### src/rtl/uart_transmitter_pkg.sv
// Shared definitions for the UART transmitter: FSM encoding, frame size,
// parity mode constants and the parity helper.
package uart_transmitter_pkg;

  typedef enum logic [2:0] {
    ST_IDLE   = 3'd0,
    ST_START  = 3'd1,
    ST_DATA   = 3'd2,
    ST_PARITY = 3'd3,
    ST_STOP   = 3'd4,
    ST_GAP    = 3'd5
  } tx_state_e;

  // start + 8 data + parity + stop
  localparam int FRAME_BITS = 11;

  localparam logic PARITY_MODE_EVEN = 1'b0;
  localparam logic PARITY_MODE_ODD  = 1'b1;

  // XOR of the data byte, inverted in odd mode
  function automatic logic parity_bit(input logic [7:0] b, input logic odd);
    return (^b) ^ odd;
  endfunction

endpackage

### src/rtl/uart_transmitter_if.sv
// Byte-load side and serial-line side of the UART transmitter.
// Handshake: a byte on data is taken on any posedge where load=1 and
// ready=1; load=1 with ready=0 is dropped and flagged on overflow. The
// loader may change data freely once the accepting edge has passed.
interface uart_transmitter_if;
  logic [7:0] data;
  logic       load;
  logic       ready;
  logic       tx;
  logic       busy;
  logic       overflow;

  modport master (output data, output load,
                  input ready, input tx, input busy, input overflow);
  modport slave  (input data, input load,
                  output ready, output tx, output busy, output overflow);
endinterface

### src/rtl/uart_transmitter_sync_fifo.sv
// Circular byte buffer with wrap-around pointers and an occupancy count.
// Writes to a full buffer and reads from an empty one are ignored.
module sync_fifo #(
  parameter int WIDTH = 8,
  parameter int DEPTH = 4
) (
  input  logic                     clk,
  input  logic                     rst_n,
  input  logic                     wr_en,
  input  logic [WIDTH-1:0]         wr_data,
  input  logic                     rd_en,
  output logic [WIDTH-1:0]         rd_data,
  output logic                     full,
  output logic                     empty,
  output logic [$clog2(DEPTH):0]   count
);
  localparam int AW = $clog2(DEPTH);
  localparam logic [AW:0] DEPTH_C = (AW+1)'(DEPTH);

  logic [WIDTH-1:0] mem_q [DEPTH];
  logic [AW-1:0]    wr_ptr_q, wr_ptr_d;
  logic [AW-1:0]    rd_ptr_q, rd_ptr_d;
  logic [AW:0]      count_q, count_d;
  logic             do_wr, do_rd;

  assign full    = (count_q == DEPTH_C);
  assign empty   = (count_q == '0);
  assign count   = count_q;
  assign rd_data = mem_q[rd_ptr_q];

  // Pointer advance and count update; a simultaneous write and read cancel out
  always_comb begin
    do_wr    = wr_en && !full;
    do_rd    = rd_en && !empty;
    wr_ptr_d = wr_ptr_q;
    rd_ptr_d = rd_ptr_q;
    count_d  = count_q;
    if (do_wr) wr_ptr_d = wr_ptr_q + 1'b1;
    if (do_rd) rd_ptr_d = rd_ptr_q + 1'b1;
    case ({do_wr, do_rd})
      2'b10:   count_d = count_q + 1'b1;
      2'b01:   count_d = count_q - 1'b1;
      default: count_d = count_q;
    endcase
  end

  // Pointer and count registers
  always_ff @(posedge clk or negedge rst_n) begin
    if (!rst_n) begin
      wr_ptr_q <= '0;
      rd_ptr_q <= '0;
      count_q  <= '0;
    end else begin
      wr_ptr_q <= wr_ptr_d;
      rd_ptr_q <= rd_ptr_d;
      count_q  <= count_d;
    end
  end

  // Storage array; contents need no reset since count gates every read
  always_ff @(posedge clk) begin
    if (do_wr) mem_q[wr_ptr_q] <= wr_data;
  end

endmodule

### src/rtl/uart_transmitter.sv
// UART transmitter: buffered bytes are sent as start, 8 data bits LSB
// first, parity and stop, each bit BIT_CYCLES clocks wide, followed by
// GAP_BITS idle-high bit periods before the next frame.
module uart_transmitter
  import uart_transmitter_pkg::*;
#(
  parameter int BIT_CYCLES = 1,
  parameter int FIFO_DEPTH = 4,
  parameter int GAP_BITS   = 2,
  parameter int PARITY_ODD = 0
) (
  input  logic                clk,
  input  logic                rst_n,
  uart_transmitter_if.slave   bus,
  output tx_state_e           dbg_state
);
  localparam logic [7:0] BAUD_LAST = 8'(BIT_CYCLES - 1);
  localparam logic [3:0] GAP_LAST  = 4'(GAP_BITS - 1);
  localparam logic       ODD_SEL   = (PARITY_ODD != 0) ? PARITY_MODE_ODD : PARITY_MODE_EVEN;

  tx_state_e  state_q, state_d;
  logic [7:0] baud_q, baud_d;
  logic [2:0] bit_idx_q, bit_idx_d;
  logic [3:0] gap_q, gap_d;
  logic [7:0] shift_q, shift_d;
  logic       parity_q, parity_d;
  logic       tx_q, tx_d;
  logic       overflow_q, overflow_d;

  logic                          bit_done;
  logic                          ready;
  logic                          fifo_pop;
  logic [7:0]                    fifo_rd_data;
  logic                          fifo_full;
  logic                          fifo_empty;
  logic [$clog2(FIFO_DEPTH):0]   fifo_count;

  assign ready        = !fifo_full;
  assign bus.ready    = ready;
  assign bus.tx       = tx_q;
  assign bus.overflow = overflow_q;
  assign bus.busy     = !((state_q == ST_IDLE) && (fifo_count == '0));
  assign dbg_state    = state_q;

  sync_fifo #(
    .WIDTH (8),
    .DEPTH (FIFO_DEPTH)
  ) u_fifo (
    .clk     (clk),
    .rst_n   (rst_n),
    .wr_en   (bus.load && ready),
    .wr_data (bus.data),
    .rd_en   (fifo_pop),
    .rd_data (fifo_rd_data),
    .full    (fifo_full),
    .empty   (fifo_empty),
    .count   (fifo_count)
  );

  // Framing FSM with baud counter, bit index, gap counter and shift register
  always_comb begin
    bit_done  = (baud_q == BAUD_LAST);
    state_d   = state_q;
    baud_d    = baud_q;
    bit_idx_d = bit_idx_q;
    gap_d     = gap_q;
    shift_d   = shift_q;
    parity_d  = parity_q;
    fifo_pop  = 1'b0;
    if (state_q != ST_IDLE) baud_d = bit_done ? 8'd0 : baud_q + 8'd1;
    case (state_q)
      ST_IDLE: begin
        if (!fifo_empty) begin
          fifo_pop  = 1'b1;
          shift_d   = fifo_rd_data;
          parity_d  = parity_bit(fifo_rd_data, ODD_SEL);
          bit_idx_d = 3'd0;
          baud_d    = 8'd0;
          state_d   = ST_START;
        end
      end
      ST_START:  if (bit_done) state_d = ST_DATA;
      ST_DATA: begin
        if (bit_done) begin
          shift_d = {1'b0, shift_q[7:1]};
          if (bit_idx_q == 3'd7) state_d = ST_PARITY;
          else bit_idx_d = bit_idx_q + 3'd1;
        end
      end
      ST_PARITY: if (bit_done) state_d = ST_STOP;
      ST_STOP: begin
        if (bit_done) begin
          state_d = ST_GAP;
          gap_d   = 4'd0;
        end
      end
      ST_GAP: begin
        if (bit_done) begin
          if (gap_q == GAP_LAST) state_d = ST_IDLE;
          else gap_d = gap_q + 4'd1;
        end
      end
      default: state_d = ST_IDLE;
    endcase
  end

  // Line level follows the state one cycle later; sticky overflow on dropped loads
  always_comb begin
    tx_d       = 1'b1;
    overflow_d = overflow_q | (bus.load & ~ready);
    case (state_q)
      ST_START:  tx_d = 1'b0;
      ST_DATA:   tx_d = shift_q[0];
      ST_PARITY: tx_d = parity_q;
      default:   tx_d = 1'b1;
    endcase
  end

  // State and datapath registers; reset aborts any frame and idles the line
  always_ff @(posedge clk or negedge rst_n) begin
    if (!rst_n) begin
      state_q    <= ST_IDLE;
      baud_q     <= '0;
      bit_idx_q  <= '0;
      gap_q      <= '0;
      shift_q    <= '0;
      parity_q   <= 1'b0;
      tx_q       <= 1'b1;
      overflow_q <= 1'b0;
    end else begin
      state_q    <= state_d;
      baud_q     <= baud_d;
      bit_idx_q  <= bit_idx_d;
      gap_q      <= gap_d;
      shift_q    <= shift_d;
      parity_q   <= parity_d;
      tx_q       <= tx_d;
      overflow_q <= overflow_d;
    end
  end

endmodule
### src/flat_wrapper.sv
// flat-port wrapper written by rule: the top's interface ports become plain ports
module uart_transmitter_flat import uart_transmitter_pkg::*;
#(
  parameter int BIT_CYCLES = 1,
  parameter int FIFO_DEPTH = 4,
  parameter int GAP_BITS   = 2,
  parameter int PARITY_ODD = 0
)
  (clk, rst_n, dbg_state, bus_data, bus_load, bus_ready, bus_tx, bus_busy, bus_overflow);
  uart_transmitter_if bus_i ();
  input  logic clk;
  input  logic rst_n;
  output tx_state_e dbg_state;
  input wire logic [$bits(bus_i.data)-1:0] bus_data;
  input wire logic [$bits(bus_i.load)-1:0] bus_load;
  output wire logic [$bits(bus_i.ready)-1:0] bus_ready;
  output wire logic [$bits(bus_i.tx)-1:0] bus_tx;
  output wire logic [$bits(bus_i.busy)-1:0] bus_busy;
  output wire logic [$bits(bus_i.overflow)-1:0] bus_overflow;
  assign bus_i.data = bus_data;
  assign bus_i.load = bus_load;
  assign bus_ready = bus_i.ready;
  assign bus_tx = bus_i.tx;
  assign bus_busy = bus_i.busy;
  assign bus_overflow = bus_i.overflow;
  uart_transmitter #(.BIT_CYCLES(BIT_CYCLES), .FIFO_DEPTH(FIFO_DEPTH), .GAP_BITS(GAP_BITS), .PARITY_ODD(PARITY_ODD)) u_core (.clk(clk), .rst_n(rst_n), .bus(bus_i), .dbg_state(dbg_state));
endmodule
### config.mk
export PLATFORM = sky130hd
export DESIGN_NAME = uart_transmitter_flat
export DESIGN_NICKNAME = d
export VERILOG_FILES = /design/src/rtl/uart_transmitter_pkg.sv /design/src/rtl/uart_transmitter_if.sv /design/src/rtl/uart_transmitter_sync_fifo.sv /design/src/rtl/uart_transmitter.sv /design/src/flat_wrapper.sv
export SDC_FILE = /design/constraint.sdc
export NUM_CORES = 1
export LEC_CHECK = 0
export BUFFER_PORTS_ARGS = -buffer_cell sky130_fd_sc_hd__buf_2
export CAP_MARGIN = 20
export CORE_UTILIZATION = 30
export CTS_BUF_LIST = sky130_fd_sc_hd__clkbuf_8
export DETAILED_ROUTE_END_ITERATION = 6
export SLEW_MARGIN = 20
export SYNTH_ARGS = -nofsm -noshare
export SYNTH_HDL_FRONTEND = slang
export SYNTH_SLANG_ARGS = --single-unit
### constraint.sdc
create_clock -name clk -period 6.7 [get_ports clk]
set_clock_uncertainty 0.1 [all_clocks]
set_input_delay 1.005 -clock clk [delete_from_list [all_inputs] [get_ports clk]]
set_output_delay 1.005 -clock clk [all_outputs]
set_load 0.02 [all_outputs]
==> impl_metrics.csv, run 1 <==
group,metric,value,unit
outcome,status,"completed",
finish,antenna_cells,0,
timing,rsz0062_at_grt,"no",
worst_setup_path,crit_chain,"inv_1 > ha_1 > or4b_4 > or4_1 > a2111oi_4 > nand2_2 > a22o_1",
worst_setup_path,path_class,"reg -> reg",
clock_network,clockBufferDepth,2,
worst_hold_path,hp-class,"reg -> reg",
timing,finalSetupViolCount,0,
synth,synth_cell_types,41,
detailed_routing,vias_per_cell,4.76,
finish,syn_to_final_growth,13.4,%
timing,period_minus_slack,3180,ps
synth,syn-num-nets,269,
timing,setup_tns,0,ps
place,io_buffers,17,
synth,syn_area_per_cell,12.7,sq um
worst_setup_path,cp-endpoint,"u_core.bit_idx_q[1]",
synth,synth-main-ff-cell,"dfrtp_1",
die,die_y,104,microns
finish,fin_nets,288,
worst_setup_path,r2r-end,"u_core.bit_idx_q[1]",
detailed_routing,ant_nets,0,
global_route,grtUsageTotal,10.9,%
place,place_hpwl,3600,microns
worst_setup_path,end_kind,"flip-flop",
global_route,grt_pass1_wl,9270,microns
clock_network,htree_levels,3,
worst_setup_path,crit_path_start,"u_core.baud_q[0]",
worst_setup_path,slowest_stage,"a2111oi_4",
die,initial_core_util,31.5,%
clock_network,cts_resized,0,
clock_network,clock_latency,350,ps
global_route,grt_max_degree,37,
detailed_routing,drtIter0Drc,85,
clock_network,clk_pin_slew,80,ps
clock_network,hold_buffers,0,
synth,yosysTopAreaCellShare,30.8,%
worst_setup_path,reg2reg_slack,3520,ps
place,gp_congestion,0.820,
worst_setup_path,cp_slowest_stage_delay,950,ps
synth,syn_inst,246,
timing,maxSlewViolCount,0,
timing,tightest_slew,970,ps
worst_setup_path,arrival,3320,ps
synth,synth_largest_area_cell,"edfxtp_1",
die,core,0.00991,sq mm
die,pin_count,18,
clock_network,numCtsBuffers,9,
die,row_count,36,
place,dpl.cell_count,387,
synth,yosysWarningCount,0,
place,place_ws,3540,ps
die,die_x,104,microns
timing,finalWorstSetupSlack,3520,ps
timing,max_freq,0.314,GHz
timing,post-route-period-util,47.5,%
synth,ys_top_cells_by_area,"edfxtp_1 31%, dfrtp_1 28%, mux4_2 5.8%, ha_1 4.4%, xnor2_1 3.1%",
synth,synth-seq-cells,68,
detailed_routing,route.vias.total,1919,
finish,layout-drive-gt1-share,19.3,%
clock_network,cts_setup_buffers,0,
die,dieArea,0.0108,sq mm
worst_setup_path,crit_family,"compound AO/OA/AOI/OAI gates",
flow_run,cap_violations,0,
worst_setup_path,r2r_cells,7,
timing,hold_viol,0,
detailed_routing,drc,0,
power_and_ir_drop,cellPowerDensity,450,mW/mm^2
global_route,grt-ovfl-total,0,
synth,async_reset_ff_share,52.9,%
synth,netlist_area,0.00312,sq mm
global_route,grt_pass1_vias,1939,
worst_hold_path,whs_path_depth,1,
power_and_ir_drop,vdd_drop_max,0.188,mV
clock_network,cts_tree,"yes",
global_route,grt_antenna_before_repair,0,
synth,yosysSeqAreaShare,59.7,%
finish,fin_cells,403,
worst_setup_path,start_kind,"flip-flop",
detailed_routing,wl_per_cell,13.2,microns
detailed_routing,route.final.wire_length,5320,microns
worst_setup_path,path_buf_inv,1,
detailed_routing,drt_first_pass_iters,4,
timing,slew_headroom,35.3,%
synth,synth-edff-count,32,
worst_setup_path,required,6840,ps
worst_setup_path,timing.rr.start,"u_core.baud_q[0]",
worst_setup_path,path_max_fanout,17,
power_and_ir_drop,leakage,1.42,nW
clock_network,root_buffer,"clkbuf_8",
clock_network,cts.sinks,68,
worst_setup_path,cp_num_cells,7,
-- how the worst min path moves through the flow --
stage | start | to | slack, ps
2_1_floorplan | u_core.baud_q[7] | u_core.baud_q[7] | 350
3_3_place_gp | u_core.bus.overflow | u_core.bus.overflow | 360
3_5_place_dp | u_core.bus.overflow | u_core.bus.overflow | 360
4_1_cts | u_core.bus.overflow | u_core.bus.overflow | 380
5_1_grt | u_core.bus.overflow | u_core.bus.overflow | 380
6_report | u_core.bus.overflow | u_core.bus.overflow | 370
-- cell usage in the layout (no fill, tap or decap), types with 6 or more instances in the layout --
cell type / Yosys / routed
ha_1: 11 / 11
clkbuf_8: 0 / 9
nor2_1: 19 / 19
a21oi_1: 16 / 16
nand2_1: 23 / 23
edfxtp_1: 32 / 32
mux4_2: 8 / 8
buf_2: 2 / 17
inv_1: 14 / 14
o21ai_0: 13 / 13
xnor2_1: 11 / 11
mux2i_1: 6 / 6
dfrtp_1: 35 / 35
and3_1: 7 / 7
-- sequential cells by signal, indices dropped and copies added (netlist names) --
register                cells
u_core.u_fifo.rd_ptr_q      2
u_core.dbg_state            3
u_core.u_fifo.wr_ptr_q      2
u_core.u_fifo.count         3
u_core.bus.overflow         1
u_core.parity_q             1
u_core.gap_q                4
u_core.bit_idx_q            3
u_core.baud_q               8
u_core.u_fifo.mem_q        32
u_core.shift_q              8
u_core.bus.tx               1
-- cell usage after synthesis, types with 2 or more instances --
| master | count |
|---|---|
| dfrtp_1 | 35 |
| xor2_1 | 5 |
| o41ai_1 | 2 |
| nor4_1 | 3 |
| nand2_1 | 23 |
| ha_1 | 11 |
| a22o_1 | 3 |
| edfxtp_1 | 32 |
| a31oi_1 | 2 |
| clkbuf_1 | 6 |
| or3_1 | 2 |
| mux4_2 | 8 |
| o21ai_0 | 13 |
| a21oi_1 | 16 |
| and3_1 | 7 |
| inv_1 | 14 |
| nor3_1 | 4 |
| mux2i_1 | 6 |
| buf_2 | 2 |
| nand3_1 | 3 |
| xnor2_1 | 11 |
| nor2_1 | 19 |
-- metal layers --
| metal | track usage, % | vias to the layer above | wire length, microns |
|---|---|---|---|
| li1 | - | 926 | - |
| met3 | 4.01 | 9 | 206 |
| met5 | 0 | - | 0 |
| met1 | 13.4 | 949 | 2570 |
| met4 | 4.29 | 0 | 68 |
| met2 | 17.4 | 35 | 2470 |
-- report_power, final --
group          switching, mW  total (mW)  leakage, nW  internal (mW)
clock                  0.171       0.348       0.0973          0.177
combinational          0.299       0.574        0.588          0.276
sequential             0.107       0.670        0.738          0.563
total                  0.577        1.59         1.42           1.02
-- area by class of cell --
| type | instances | area (sq um) |
|---|---|---|
| inverters | 14 | 52.6 |
| fillers | 987 | 6370 |
| clock buffers | 9 | 124 |
| multi-input cells | 155 | 1170 |
| flip-flops and latches | 68 | 1860 |
| clock inverters | 7 | 80.1 |
| well taps | 133 | 166 |
| repair buffers | 17 | 85.1 |
-- kinds of logic (layout without fill, tap and decap cells) --
kind of cell	Yosys count	in the layout	share of synthesized area [%]
flip-flops	68	68	59.7
AND/OR/NAND/NOR	67	67	10.1
AO/OA/AOI/OAI	45	45	9.62
buffers and inverters	23	47	3.08
XOR/XNOR	16	16	4.49
multiplexers	15	15	8.05
adder cells (fa/ha/maj)	12	12	5.05
-- stage by stage --
stage          cell area (sq um)  utilization, %  power, mW  hold slack (ps)
3_5_place_dp                3330            33.6       1.26              358
5_1_grt                     3540            35.7       1.71              381
3_3_place_gp                3330            33.6       1.24              355
2_1_floorplan               3120               -       1.14              352
6_report                    3540            35.7       1.59              368
4_1_cts                     3530            35.7       1.62              378
-- worst reg2reg max path, stage by stage (launching register included) --
cell and delay, ps:
dfrtp_1 430, inv_1 80, ha_1 130, or4b_4 470
or4_1 550, a2111oi_4 950, nand2_2 100, a22o_1 270
Note: power is estimated with default switching activity, not from simulation.
==> inputs of run 2 (changes only) <==
==> constraint.sdc (replaced) <==
create_clock -name clk -period 2.7 [get_ports clk]
set_clock_uncertainty 0.1 [all_clocks]
set_input_delay 0.405 -clock clk [delete_from_list [all_inputs] [get_ports clk]]
set_output_delay 0.405 -clock clk [all_outputs]
set_load 0.02 [all_outputs]
==> impl_metrics.csv, run 2 (synthesis gave the netlist of run 1 again) <==
group,metric,value,unit
outcome,status,"completed",
power_and_ir_drop,internal_power,2.51,mW
timing,rsz0062_at_grt,"no",
power_and_ir_drop,leakage,1.47,nW
finish,mostFrequentLayoutCells,"35 x dfrtp_1, 32 x edfxtp_1, 23 x nand2_1, 19 x nor2_1, 17 x buf_2",
finish,multi_input_area,0.00117,sq mm
detailed_routing,wl_per_cell,13.1,microns
worst_setup_path,start_kind,"flip-flop",
timing,post-route-period-util,93.2,%
detailed_routing,ant_nets,0,
power_and_ir_drop,cellPowerDensity,1090,mW/mm^2
die,initial_core_util,31.5,%
worst_setup_path,required,2840,ps
power_and_ir_drop,p_switching,1.44,mW
die,dieArea,0.0108,sq mm
worst_setup_path,path_max_fanout,15,
clock_network,clock_latency,340,ps
finish,design_area,0.00361,sq mm
finish,largest-register,"u_core.u_fifo.mem_q",
timing,setup_tns,0,ps
finish,syn_to_final_growth,15.6,%
detailed_routing,route.final.wire_length,5460,microns
timing,maxSlewViolCount,0,
global_route,grtUsageTotal,11.2,%
clock_network,numCtsBuffers,9,
timing,finalSetupViolCount,0,
global_route,grt_pass1_wl,9500,microns
flow_run,cap_violations,0,
die,die_y,104,microns
finish,fin_nets,301,
clock_network,clockBufferDepth,2,
worst_setup_path,arrival,2650,ps
place,io_buffers,17,
finish,antenna_cells,0,
power_and_ir_drop,swShare,36.5,%
global_route,grt-ovfl-total,0,
finish,fillCellCount,992,
timing,tightest_slew,803,ps
die,die_x,104,microns
detailed_routing,drt_first_pass_iters,4,
finish,layout-drive-gt1-share,22.6,%
die,pin_count,18,
detailed_routing,drtIter0Drc,91,
power_and_ir_drop,pwr-share-seq,39.7,%
finish,mostFrequentLayoutCell,"dfrtp_1",
clock_network,htree_levels,3,
power_and_ir_drop,comb_power_share,41.4,%
finish,largest_reg_flops,32,
worst_setup_path,end_kind,"flip-flop",
place,place_hpwl,3780,microns
finish,register_area,0.00186,sq mm
clock_network,cts_tree,"yes",
timing,period_minus_slack,2520,ps
clock_network,hold_buffers,0,
place,gp_congestion,0.790,
die,row_count,36,
worst_setup_path,path_class,"reg -> reg",
timing,hold_viol,0,
timing,slew_headroom,46.4,%
clock_network,clk_pin_slew,80,ps
detailed_routing,route.vias.total,1961,
global_route,grt_pass1_vias,1967,
power_and_ir_drop,vdd_drop_max,0.479,mV
clock_network,cts.sinks,68,
place,placed_area,0.00341,sq mm
worst_hold_path,hp-class,"in -> async",
timing,max_freq,0.397,GHz
clock_network,root_buffer,"clkbuf_8",
power_and_ir_drop,clkPwrFrac,18.9,%
detailed_routing,drc,0,
global_route,grt_max_degree,37,
finish,largestRegisters,"u_core.u_fifo.mem_q x32, u_core.baud_q x8, u_core.shift_q x8",
detailed_routing,vias_per_cell,4.71,
global_route,grt_antenna_before_repair,0,
die,core,0.00991,sq mm
run 2: cell count changes in the layout (fill, tap and decap cells not counted), sizes merged:
cell,before,now
buf,17,30
bufinv,1,0
clkinv,0,4
clkinvlp,2,1
inv,18,16
run 2: repair_timing:
item | in CTS | in global routing
buffers inserted | 0 | 2
gates resized for setup | 0 | 2
setup endpoints to repair | 0 | 8
hold endpoints to repair | 0 | 0
run 2: path summary, 6_finish.rpt:
path,start,end,slack [ps],cells after the start
max in group asynchronous,rst_n,u_core.u_fifo.rd_ptr_q[1],1940,1
min in group clk,bus_data[6],u_core.u_fifo.mem_q[3][6],170,1
max reg2reg,u_core.baud_q[1],u_core.shift_q[6],180,8
min reg2reg,u_core.bus.overflow,u_core.bus.overflow,370,1
min,rst_n,u_core.gap_q[2],50,1
max,u_core.baud_q[1],u_core.shift_q[6],180,8
run 2: critical path: stages, from the launching register on:
cell	delay, ps
dfrtp_1	410
inv_1	90
ha_1	130
or4b_4	470
or4_4	450
a2111oi_4	390
buf_6	220
buf_4	120
a21oi_2	40
run 2: per-layer routing:
metal  vias to the layer above  global-route usage [%]  share of wire [%]
met3                         5                    2.63                3.2
li1                        945                       -                  -
met1                       982                    14.6                 49
met4                         0                    4.90               0.64
met2                        29                    17.8                 48
met5                         -                       0                  0
run 2: stage by stage:
step | setup WS, ps | util [%] | hold WS, ps | total power [mW] | cells
2_1_floorplan | 55.4 | - | 9.41 | 2.83 | 246
5_1_grt | 28.2 | 36.4 | 122 | 4.26 | 416
4_1_cts | 33.7 | 36.2 | 73.7 | 3.98 | 414
3_3_place_gp | 126 | 34.4 | 357 | 3.17 | 398
6_report | 183 | 36.4 | 48.5 | 3.95 | 416
3_5_place_dp | 87.5 | 34.4 | 363 | 3.22 | 398
run 2: power by group through the flow:
stage	clock, mW	combinational (mW)	sequential (mW)
after floorplan	0	1.26	1.57
final	0.745	1.64	1.57
after global routing	0.813	1.84	1.61
after CTS	0.772	1.63	1.58
after detailed placement	0	1.62	1.60
after global placement	0	1.58	1.59
run 2: final cells by class:
cell class | instances | share of cell area, %
clock buffers | 9 | 3.43
clock inverters | 7 | 1.42
inverters | 14 | 1.46
multi-input cells | 155 | 32.3
flip-flops and latches | 68 | 51.6
well taps | 133 | 4.61
repair buffers | 30 | 5.16
==> inputs of run 3 (changes only) <==
--- a/config.mk
+++ b/config.mk
@@ -7,9 +7,12 @@
 export LEC_CHECK = 0
 export BUFFER_PORTS_ARGS = -buffer_cell sky130_fd_sc_hd__buf_2
 export CAP_MARGIN = 20
-export CORE_UTILIZATION = 30
+export CORE_UTILIZATION = 57
 export CTS_BUF_LIST = sky130_fd_sc_hd__clkbuf_8
 export DETAILED_ROUTE_END_ITERATION = 6
+export PLACE_DENSITY = 0.78
+export RECOVER_POWER = 25
+export SETUP_SLACK_MARGIN = 0.5
 export SLEW_MARGIN = 20
 export SYNTH_ARGS = -nofsm -noshare
 export SYNTH_HDL_FRONTEND = slang
==> impl_metrics.csv, run 3 (synthesis gave the netlist of run 1 again) <==
group,metric,value,unit
outcome,status,"finished, violations left",
outcome,violations,"max-capacitance violations, max-slew violations",
die,pin_count,18,
global_route,grt_pass1_wl,9880,microns
worst_setup_path,start_kind,"flip-flop",
worst_setup_path,end_kind,"flip-flop",
clock_network,clk_pin_slew,80,ps
detailed_routing,vias_per_cell,5.86,
global_route,grt_pass1_vias,2101,
detailed_routing,ant_nets,0,
detailed_routing,wl_per_cell,18.0,microns
power_and_ir_drop,cellPowerDensity,1160,mW/mm^2
timing,max_freq,0.399,GHz
global_route,grt-ovfl-total,0,
clock_network,cts_tree,"yes",
timing,slew_headroom,-28.4,%
power_and_ir_drop,power.total,4.38,mW
timing,hold_viol,0,
clock_network,numCtsBuffers,9,
worst_setup_path,path_max_fanout,4,
finish,design_area,0.00377,sq mm
power_and_ir_drop,swShare,37.9,%
worst_setup_path,path_class,"reg -> reg",
clock_network,clock_latency,350,ps
power_and_ir_drop,comb_power_share,42.4,%
clock_network,root_buffer,"clkbuf_8",
detailed_routing,drc,0,
global_route,grtUsageTotal,23.0,%
detailed_routing,route.final.wire_length,6470,microns
finish,fillCellCount,351,
power_and_ir_drop,clkPwrFrac,19.8,%
finish,antenna_cells,0,
die,row_count,26,
timing,maxSlewViolCount,37,
timing,finalSetupViolCount,0,
timing,post-route-period-util,92.8,%
die,dieArea,0.00578,sq mm
finish,largest-register,"u_core.u_fifo.mem_q",
clock_network,hold_buffers,0,
clock_network,htree_levels,3,
finish,largestRegisters,"u_core.u_fifo.mem_q x32, u_core.baud_q x8, u_core.shift_q x8",
worst_setup_path,required,2840,ps
global_route,grt_max_degree,37,
detailed_routing,drtIter0Drc,112,
die,die_y,76.0,microns
global_route,grt_antenna_before_repair,0,
finish,largest_reg_flops,32,
power_and_ir_drop,vdd_drop_max,0.975,mV
power_and_ir_drop,p_switching,1.66,mW
flow_run,cap_violations,1,
finish,mostFrequentLayoutCell,"dfrtp_1",
place,place_hpwl,3870,microns
worst_hold_path,hp-class,"in -> reg",
place,placed_area,0.00336,sq mm
timing,period_minus_slack,2500,ps
die,initial_core_util,60.0,%
place,io_buffers,17,
detailed_routing,drt_first_pass_iters,4,
worst_setup_path,arrival,2640,ps
power_and_ir_drop,internal_power,2.72,mW
finish,mostFrequentLayoutCells,"33 x dfrtp_1, 32 x edfxtp_1, 22 x nand2_1, 16 x buf_4",
die,core,0.00520,sq mm
detailed_routing,route.vias.total,2110,
finish,syn_to_final_growth,20.7,%
power_and_ir_drop,leakage,1.52,nW
power_and_ir_drop,pwr-share-seq,37.8,%
die,die_x,76.0,microns
timing,tightest_slew,1930,ps
finish,fin_nets,308,
clock_network,clockBufferDepth,2,
clock_network,cts.sinks,68,
finish,layout-drive-gt1-share,32.1,%
place,gp_congestion,0.833,
timing,rsz0062_at_grt,"yes",
timing,setup_tns,0,ps
-- run 3: power groups by stage --
stage          clock (mW)  combinational, mW  sequential [mW]
6_report            0.867               1.85             1.66
5_1_grt             0.915               2.03             1.69
4_1_cts             0.873               1.80             1.64
3_5_place_dp            0               1.64             1.65
3_3_place_gp            0               1.58             1.63
2_1_floorplan           0               1.35             1.57
-- run 3: metrics by stage --
stage               hold WS (ps)  util [%]  cells  worst slack, ps
finish                       206      72.4    360              195
global route                 215      72.4    360              115
CTS                         62.0      70.8    355              222
detailed placement           362      64.5    333              101
global placement             347      64.5    333              176
floorplan                   9.41         -    246              117
-- run 3: area by class of cell --
cell class	instances	area [sq um]	area share, %
well taps	70	87.6	2.32
inverters	14	52.6	1.39
repair buffers	37	243	6.44
clock inverters	7	81.3	2.16
multi-input cells	155	1320	34.9
clock buffers	9	124	3.29
flip-flops and latches	68	1870	49.5
-- run 3: critical path, stage by stage (launching register included) --
cell and delay [ps]:
dfrtp_1 400, inv_2 80, ha_4 130, or4b_4 460
or4_4 460, a2111oi_4 300, buf_4 190, nand2_2 60
a22o_1 210
-- run 3: final timing paths --
check | cells after the start | to | slack (ps) | from
max in group asynchronous | 1 | u_core.u_fifo.rd_ptr_q[0] | 780 | rst_n
worst max-delay path | 8 | u_core.bit_idx_q[1] | 200 | u_core.baud_q[0]
worst max register to register | 8 | u_core.bit_idx_q[1] | 200 | u_core.baud_q[0]
min in group asynchronous | 1 | u_core.gap_q[2] | 490 | rst_n
worst min register to register | 1 | u_core.bus.overflow | 380 | u_core.bus.overflow
worst min-delay path | 1 | u_core.u_fifo.mem_q[2][5] | 210 | bus_data[5]
-- run 3: layer usage --
layer	wire length [microns]	track usage [%]	vias up
li1	-	-	967
met1	2630	27.8	1056
met2	3360	36.7	74
met3	359	8.38	13
met4	116	11.0	0
met5	0	0	-
-- run 3: repair_timing --
item / 4_1_cts / 5_1_grt
gates cloned: 1 / 0
gates resized for setup: 22 / 17
pin swaps: 2 / 4
setup buffers: 5 / 5
setup endpoints to repair: 17 / 24
